===== src/rtl/scope_capture.sv =====
// Triggered waveform capture with a circular pre/post-trigger buffer.
// Arm, fill pre-trigger window, wait for a hysteresis edge, fill post window, read out.
module scope_capture #(
  parameter int DATA_W = 8,
  parameter int ADDR_W = 8
) (
  input  logic                     clk,
  input  logic                     rst_n,
  input  logic signed [DATA_W-1:0] smp_in,
  input  logic                     smp_valid,
  input  logic                     arm,
  input  logic signed [DATA_W-1:0] trig_level,
  input  logic        [3:0]        trig_hyst,
  input  logic        [ADDR_W-1:0] pre_cnt,
  input  logic                     rd_en,
  output logic        [DATA_W-1:0] rd_data,
  output logic                     rd_valid,
  output logic                     triggered,
  output logic                     done,
  output logic        [2:0]        state
);

  localparam int DEPTH = 2**ADDR_W;
  localparam logic [ADDR_W-1:0] A_ONE = ADDR_W'(1);
  localparam logic [ADDR_W-1:0] A_MAX = {ADDR_W{1'b1}};
  localparam logic [ADDR_W:0]   C_ONE = (ADDR_W+1)'(1);

  typedef enum logic [2:0] {
    S_IDLE  = 3'd0,
    S_FILL  = 3'd1,
    S_ARMED = 3'd2,
    S_POST  = 3'd3,
    S_DONE  = 3'd4
  } state_t;

  state_t                    r_state;
  logic signed [DATA_W-1:0]  r_level;
  logic        [3:0]         r_hyst;
  logic        [ADDR_W-1:0]  r_pre;
  logic        [ADDR_W-1:0]  r_wr_ptr;
  logic        [ADDR_W-1:0]  r_fill_cnt;
  logic        [ADDR_W-1:0]  r_post_cnt;
  logic        [ADDR_W-1:0]  r_trig_ptr;
  logic        [ADDR_W-1:0]  r_rd_ptr;
  logic        [ADDR_W:0]    r_rd_cnt;
  logic                      r_below;
  logic                      r_trig;
  logic                      r_done;
  logic                      r_rd_valid;
  logic        [DATA_W-1:0]  r_rd_data;
  logic        [DATA_W-1:0]  r_mem [DEPTH];

  logic                      w_capturing;
  logic                      w_we;
  logic signed [DATA_W:0]    w_smp_x;
  logic signed [DATA_W:0]    w_lvl_x;
  logic signed [DATA_W:0]    w_hyst_x;
  logic signed [DATA_W:0]    w_thr;
  logic                      w_is_below;
  logic                      w_at_level;
  logic                      w_fire;
  logic        [ADDR_W-1:0]  w_post_len;
  logic        [ADDR_W-1:0]  w_fill_nx;
  logic                      w_arm_ok;
  logic                      w_rd_ok;

  // Threshold math is one bit wider so level minus hysteresis never wraps
  assign w_smp_x  = {smp_in[DATA_W-1], smp_in};
  assign w_lvl_x  = {r_level[DATA_W-1], r_level};
  assign w_hyst_x = {{(DATA_W-3){1'b0}}, r_hyst};
  assign w_thr    = w_lvl_x - w_hyst_x;

  assign w_is_below = w_smp_x < w_thr;
  assign w_at_level = w_smp_x >= w_lvl_x;

  assign w_capturing = (r_state == S_FILL) ||
                       (r_state == S_ARMED) ||
                       (r_state == S_POST);
  assign w_we        = smp_valid && w_capturing;

  assign w_fire = (r_state == S_ARMED) && smp_valid &&
                  r_below && w_at_level;

  assign w_post_len = A_MAX - r_pre;
  assign w_fill_nx  = r_fill_cnt + A_ONE;

  assign w_arm_ok = arm &&
                    ((r_state == S_IDLE) || (r_state == S_DONE));

  // Arm wins over a read; reads stop once the whole buffer was returned
  assign w_rd_ok = rd_en && !arm && (r_state == S_DONE) &&
                   !r_rd_cnt[ADDR_W];

  // Sample storage, no reset needed for buffer contents
  always_ff @(posedge clk) begin
    if (w_we) r_mem[r_wr_ptr] <= smp_in;
  end

  // Capture FSM with registered status and readout outputs
  always_ff @(posedge clk or negedge rst_n) begin
    if (!rst_n) begin
      r_state    <= S_IDLE;
      r_level    <= '0;
      r_hyst     <= '0;
      r_pre      <= '0;
      r_wr_ptr   <= '0;
      r_fill_cnt <= '0;
      r_post_cnt <= '0;
      r_trig_ptr <= '0;
      r_rd_ptr   <= '0;
      r_rd_cnt   <= '0;
      r_below    <= 1'b0;
      r_trig     <= 1'b0;
      r_done     <= 1'b0;
      r_rd_valid <= 1'b0;
      r_rd_data  <= '0;
    end else begin
      r_trig     <= 1'b0;
      r_rd_valid <= 1'b0;
      if (w_we) r_wr_ptr <= r_wr_ptr + A_ONE;
      if (w_we && w_is_below && (r_state != S_POST))
        r_below <= 1'b1;
      if (w_arm_ok) begin
        r_level    <= trig_level;
        r_hyst     <= trig_hyst;
        r_pre      <= pre_cnt;
        r_wr_ptr   <= '0;
        r_fill_cnt <= '0;
        r_rd_cnt   <= '0;
        r_below    <= 1'b0;
        r_done     <= 1'b0;
        r_state    <= (pre_cnt == '0) ? S_ARMED : S_FILL;
      end else begin
        unique case (r_state)
          S_IDLE: begin
            r_state <= S_IDLE;
          end
          S_FILL: begin
            if (smp_valid) begin
              r_fill_cnt <= w_fill_nx;
              if (w_fill_nx == r_pre) r_state <= S_ARMED;
            end
          end
          S_ARMED: begin
            if (w_fire) begin
              r_trig     <= 1'b1;
              r_trig_ptr <= r_wr_ptr;
              r_post_cnt <= w_post_len;
              if (w_post_len == '0) begin
                r_state  <= S_DONE;
                r_done   <= 1'b1;
                r_rd_ptr <= r_wr_ptr - r_pre;
              end else begin
                r_state  <= S_POST;
              end
            end
          end
          S_POST: begin
            if (smp_valid) begin
              r_post_cnt <= r_post_cnt - A_ONE;
              if (r_post_cnt == A_ONE) begin
                r_state  <= S_DONE;
                r_done   <= 1'b1;
                r_rd_ptr <= r_trig_ptr - r_pre;
              end
            end
          end
          S_DONE: begin
            if (w_rd_ok) begin
              r_rd_data  <= r_mem[r_rd_ptr];
              r_rd_valid <= 1'b1;
              r_rd_ptr   <= r_rd_ptr + A_ONE;
              r_rd_cnt   <= r_rd_cnt + C_ONE;
            end
          end
          default: begin
            r_state <= S_IDLE;
          end
        endcase
      end
    end
  end

  assign rd_data   = r_rd_data;
  assign rd_valid  = r_rd_valid;
  assign triggered = r_trig;
  assign done      = r_done;
  assign state     = r_state;

endmodule


===== config.mk =====
export PLATFORM = sky130hd
export DESIGN_NAME = scope_capture
export DESIGN_NICKNAME = d
export VERILOG_FILES = /design/src/rtl/scope_capture.sv
export SDC_FILE = /design/constraint.sdc
export NUM_CORES = 2
export LEC_CHECK = 0
export ABC_CLOCK_PERIOD_IN_PS = 3600
export BUFFER_PORTS_ARGS = -buffer_cell sky130_fd_sc_hd__buf_2
export CAP_MARGIN = 10
export CORE_ASPECT_RATIO = 1.25
export CORE_MARGIN = 8
export CORE_UTILIZATION = 50
export DETAILED_ROUTE_END_ITERATION = 8
export GPL_ROUTABILITY_DRIVEN = 1
export PLACE_DENSITY = 0.74
export SLEW_MARGIN = 30
export SYNTH_ARGS = -nofsm -noshare
export SYNTH_HDL_FRONTEND = slang
export SYNTH_SLANG_ARGS = --single-unit

===== constraint.sdc =====
create_clock -name clk -period 3.6 [get_ports clk]
set_input_delay 1.08 -clock clk [delete_from_list [all_inputs] [get_ports clk]]
set_output_delay 1.08 -clock clk [all_outputs]
set_load 0.01 [all_outputs]

# --- Yosys cells after proc, flatten, opt, wreduce, memory -nomap -nowiden ---
# Memory sizes are Yosys's and may differ from the RTL's. A register that Yosys moved wholly into a read port is not among the register bits.
# Index checks and enable logic that the tools add are counted.
word_totals:
  ff_bits: 76
  latchBits: 0
  mem_bits_rw: 2048
  romBits: 0
  inputBits: 33
  output_inout_bits: 14
  elab_cells: 124
  memories: 1
op_classes:
  addsub: 9
  multipliers: 0
  div: 0
  magnitude_cmp: 2
  eq_ne: 19
  shift: 0
  mux: 42
  n_bitwise: 1
  reduce_logical: 36
memory_table:
  columns: ["memory", "words", "word_bits", "read_ports", "rd_ports_with_merged_regs", "write_ports", "line_no", "source"]
  rows:
  - ["r_mem", 256, 8, 1, 1, 1, "51", "logic [DATA_W-1:0] r_mem [DEPTH];"]
op_table:
  columns: ["cell", "n"]
  rows:
  - ["$mux 8", 12]
  - ["$mux 9", 3]
  - ["$add 8x1->8 const B", 3]
  - ["$pmux 8 s3", 1]
  - ["$mux 3", 7]
  - ["$logic_not 8->1", 2]
  - ["$pmux 8 s2", 1]
  - ["$sub 8x8->8", 2]
  - ["$mux 1", 15]
  - ["$reduce_bool 2->1", 7]
  - ["$ne 3x2->1 const B", 4]
  - ["$pmux 3 s4", 1]
  - ["$logic_and 1x1->1", 10]
  - ["$add 9x1->9 const B", 1]
  - ["$lt 8x9->1", 1]
  - ["$ne 3x3->1 const B", 3]
  - ["$sub 8x5->9", 1]
  - ["$eq 8x1->1 const B", 1]
  - ["$eq 8x8->1", 1]
  - ["$ge 8x8->1", 1]
  - ["$ne 2x2->1 const B", 4]
  - ["$sub 8x1->8 const B", 1]
  - ["$sub 8x8->8 const A", 1]
  - ["$reduce_and 7->1", 1]
  - ["other kinds (16)", 25]

# --- Depth between registers and ports, before layout ---
depth:
  ltp_word: 8
  mapped_depth: 18

# --- Worst setup path before layout ---
# No wires, ideal clock.
synth_timing:
  path_type: "register to register"
  from: "reg r_state[2], in the netlist state[2]"
  to: "reg r_rd_ptr[6]"
  setup_ns: 0.121
  arrival_ns: 3.433
  path_slack_ns: 0.046
  stages_incl_launch_ff: 19
  synth_period_minus_slack_ns: 3.554
  cell_sequence: "dfrtp_1 clkbuf_1 nor2b_1 and2_1 clkbuf_1 clkbuf_1 nor2_1 a21oi_1 ha_1 inv_1 fa_1 nand2_1 nand2_1 a21o_1 a21o_1 a21oi_1 xor2_1 o32ai_1 a22o_1"
synth_via:
  elab_chain_len: 6
synth_rtl:
  columns: ["element", "line_no", "source"]
  rows:
  - ["start: declaration", "36", "state_t r_state;"]
  - ["start signal: assignment", "132", "r_state <= (pre_cnt == '0) ? S_ARMED : S_FILL;"]
  - ["$eq 3x2->1", "81, 134", null]
  - ["$logic_and 1x1->1 (2 in a row)", "81", "assign w_fire = (r_state == S_ARMED) && smp_valid &&"]
  - ["$logic_and 1x1->1", "82", "r_below && w_at_level;"]
  - ["$ne 2x2->1 (no source line)", null, null]
  - ["$reduce_and 7->1 (no source line)", null, null]
  - ["end signal: assignment", "152", "r_rd_ptr <= r_wr_ptr - r_pre;"]
  - ["end signal: assignment", "164", "r_rd_ptr <= r_trig_ptr - r_pre;"]
  - ["end signal: assignment", "172", "r_rd_ptr <= r_rd_ptr + A_ONE;"]
  - ["end: declaration", "44", "logic [ADDR_W-1:0] r_rd_ptr;"]
# Parallel ways exist; a longest one is shown, timed or not.
# A chain may end at the register's enable or synchronous reset.

==> impl_metrics.json <==
{
  "hold_violations": 0,
  "numCtsBuffers": 184,
  "rrSetupSlack_ps": 60,
  "clkPwrFrac_pct": 29.6,
  "r2r-start": "r_rd_ptr[1]",
  "fin_ws_ps": 56.02,
  "arrival_ps": 4240,
  "slowest_delay_ps": 700,
  "dp_worst_setup_slack_ps": -81.68,
  "comb_power_share_pct": 27.8,
  "fin_area_um2": 96780,
  "drv_slew": 0,
  "synth_nets": 4256,
  "postPlaceCellArea_um2": 90870,
  "critical_path.cell_chain": "buf_12, buf_12, mux2i_1, o22ai_1, or4_1, o21ai_0, buf_4, a311oi_1, buf_4, nor2_1, o31ai_1",
  "p_sw_share_pct": 30.52,
  "maxSlewHeadroom_pct": 20.03,
  "grt_overflow": 0,
  "seqCellArea_um2": 63620,
  "nFillCells": 11840,
  "intPower_mw": 45.90,
  "drv_cap": 0,
  "htree_levels": 4,
  "crit_path_max_fanout": 45,
  "die_x_um": 383.4,
  "grt_max_degree": 194,
  "gp_congestion": 0.9054,
  "area_growth_syn_to_layout_pct": 14.73,
  "final_cells": 7093,
  "skew_ps": 28.47,
  "drtIter0Drc": 5734,
  "fmax_mhz": 282.2,
  "vias_per_cell": 6.335,
  "placed_cells": 6751,
  "worst_r2r_path_depth": 11,
  "drc": 0,
  "synth-async-reset-ratio_pct": 3.940,
  "hpwlAfterDp_um": 137600,
  "tightest_slew_ps": 1200,
  "finalCriticalPeriod_ps": 3544,
  "initial_utilization_pct": 50.29,
  "die-area_um2": 182200,
  "nNetsFinal": 4798,
  "synthFlopType": "edfxtp_1",
  "clock-sinks": 2132,
  "irDropWorstVdd_v": 0.0006042,
  "die_h_um": 475.2,
  "layout_commonest_cell": "edfxtp_1",
  "ys_warn_count": 0,
  "critical_path.startpoint_type": "flop",
  "hold_class": "input pin to async pin",
  "worst_ep_required_time_ps": 4290,
  "p_leak_nw": 31.13,
  "drive_gt1_share_pct": 28.76,
  "pin_count": 47,
  "io_buffers": 46,
  "ys_ff_latch": 2132,
  "setup_viol": 0,
  "cts_hold_buffers": 0,
  "power_switching_mw": 20.16,
  "first_global_vias": 44900,
  "clk_pin_slew_ps": 60,
  "routed_wl_um": 218700,
  "multi_input_area_um2": 19370,
  "dr.pass1.iters": 8,
  "rsz0062_at_grt": "no",
  "fin_setup_tns_ps": 0,
  "critical_path_class": "flop to flop",
  "antenna_found_initial": 8,
  "synth_cells": 4185,
  "cts_tree": "yes",
  "end_kind": "flop",
  "power_frac_seq_pct": 42.6,
  "cts.path.max_buffers": 3,
  "power.density_nw_per_um2": 682.6,
  "layout_common_cells": "edfxtp_1 (2048), mux4_2 (505), buf_4 (501)",
  "status": "completed",
  "rows": 168,
  "wl_per_cell_um": 30.84,
  "core_um2": 167700,
  "postCtsSetupRepairBufs": 0,
  "insertion_delay_ps": 830,
  "synth_area_um2": 84350,
  "timing.rr.end": "rd_data[0]",
  "cts_root_buf": "clkbuf_16",
  "power_mw": 66.06,
  "grt.total_usage_pct": 23.60,
  "num_vias": 44940,
  "antenna_left": 0,
  "worst_path_max_delay_cell": "dfrtp_4",
  "synth_edf_count": 2048,
  "grt_pass1_wl_um": 314100,
  "synth.yosys.seq_area_share_pct": 75.40,
  "ys_types": 72,
  "min_period_over_period_pct": 98.44,
  "syn_avg_cell_area_um2": 20.16,
  "ctsResizeCount": 0
}
-- worst max path at each step --
stage,from,slack [ps],endpoint
6_report,r_rd_ptr[1],60,rd_data[0]
3_5_place_dp,smp_in[0],-80,r_rd_ptr[4]
5_1_grt,r_rd_ptr[1],20,rd_data[0]
2_1_floorplan,state[2],50,r_rd_ptr[6]
4_1_cts,r_rd_ptr[1],90,rd_data[0]
3_3_place_gp,smp_in[0],-80,r_rd_ptr[4]
-- cell type report --
class / instances / share of cell area (%)
Sequential cell: 2132 / 65.73
Tap cell: 2210 / 2.857
Inverter: 35 / 0.1409
Antenna cell: 5 / 0.01293
Clock inverter: 107 / 1.051
Multi-Input combinational cell: 1780 / 20.02
Clock buffer: 230 / 5.034
Timing Repair Buffer: 594 / 5.157
-- synth_stat cells (9+ instances only) --
cell | n | area [um2]
a211oi_1 | 19 | 142.6
a21o_1 | 9 | 67.56
a21oi_1 | 68 | 340.3
a221oi_1 | 24 | 210.2
a22o_1 | 13 | 113.9
a22oi_1 | 35 | 262.8
a311oi_1 | 9 | 78.83
and2_1 | 11 | 68.82
buf_1 | 15 | 56.30
buf_2 | 59 | 295.3
buf_4 | 27 | 202.7
buf_6 | 24 | 270.3
clkbuf_1 | 109 | 409.1
dfrtp_1 | 84 | 2102
edfxtp_1 | 2048 | 61500
ha_1 | 36 | 450.4
inv_1 | 34 | 127.6
mux2_2 | 17 | 191.4
mux2i_1 | 171 | 1712
mux4_2 | 505 | 11370
nand2_1 | 171 | 641.9
nand2b_1 | 11 | 68.82
nand3_1 | 31 | 155.2
nand4_1 | 9 | 56.30
nor2_1 | 315 | 1182
nor2b_1 | 23 | 143.9
nor3_1 | 22 | 110.1
o211ai_1 | 13 | 97.59
o21ai_0 | 86 | 430.4
o221ai_1 | 10 | 87.58
o22ai_1 | 39 | 244.0
xnor2_1 | 23 | 201.4
xor2_1 | 16 | 140.1
-- per-stage QoR --
stage	hold WS [ps]	utilization (%)
after floorplan	449.7	-
after global placement	460.2	54.17
after detailed placement	474.2	54.17
after CTS	341.6	57.68
after global routing	391.0	57.69
final	354.0	57.70
-- power by group through the flow --
stage	Combinational, mW	Clock [mW]	Sequential (mW)
floorplan	10.8	0	28.3
detailed placement	18.1	0	28.6
finish	18.4	19.5	28.1
CTS	18.3	19.7	28.1
global route	19.0	20.6	28.1
global placement	17.9	0	28.6
-- routing by layer --
layer  track usage (%)  up-vias  routed length [um]
met5                 0        -                  13
met4             11.88        2               12950
met3             4.290      546               20630
met2             39.13     2706              107000
met1             30.18    23460               78120
li1                  -    18230                   -
-- worst max-delay path: cells and delay by family, from the launching register on --
kind	cells	cell delay, ps
and+or+nand+nor	2	880
buffers and inverters	4	840
DFF	1	700
muxes	1	260
AOI/OAI and AO/OA	4	700
-- kinds of logic (layout without fill, tap and decap cells) --
| logic type | count (synthesis) | in the layout | share of synthesized area (%) |
|---|---|---|---|
| compound gates | 377 | 377 | 2.977 |
| xor+xnor | 39 | 39 | 0.4049 |
| fa+ha+maj | 38 | 38 | 0.5814 |
| buf+inv | 273 | 966 | 1.689 |
| flops | 2132 | 2132 | 75.40 |
| mux | 693 | 693 | 15.74 |
| other cells | 0 | 5 | 0 |
| simple gates | 633 | 633 | 3.210 |
-- flip-flops by register name (all words and copies together), names as in the netlist --
signal,flops
r_below,1
r_rd_cnt,9
r_trig_ptr,8
r_hyst,4
r_level,8
rd_data,8
r_post_cnt,8
r_rd_ptr,8
done,1
r_fill_cnt,8
rd_valid,1
state,3
triggered,1
r_wr_ptr,8
r_pre,8
r_mem,2048
Note: power is estimated with default switching activity, not from simulation.
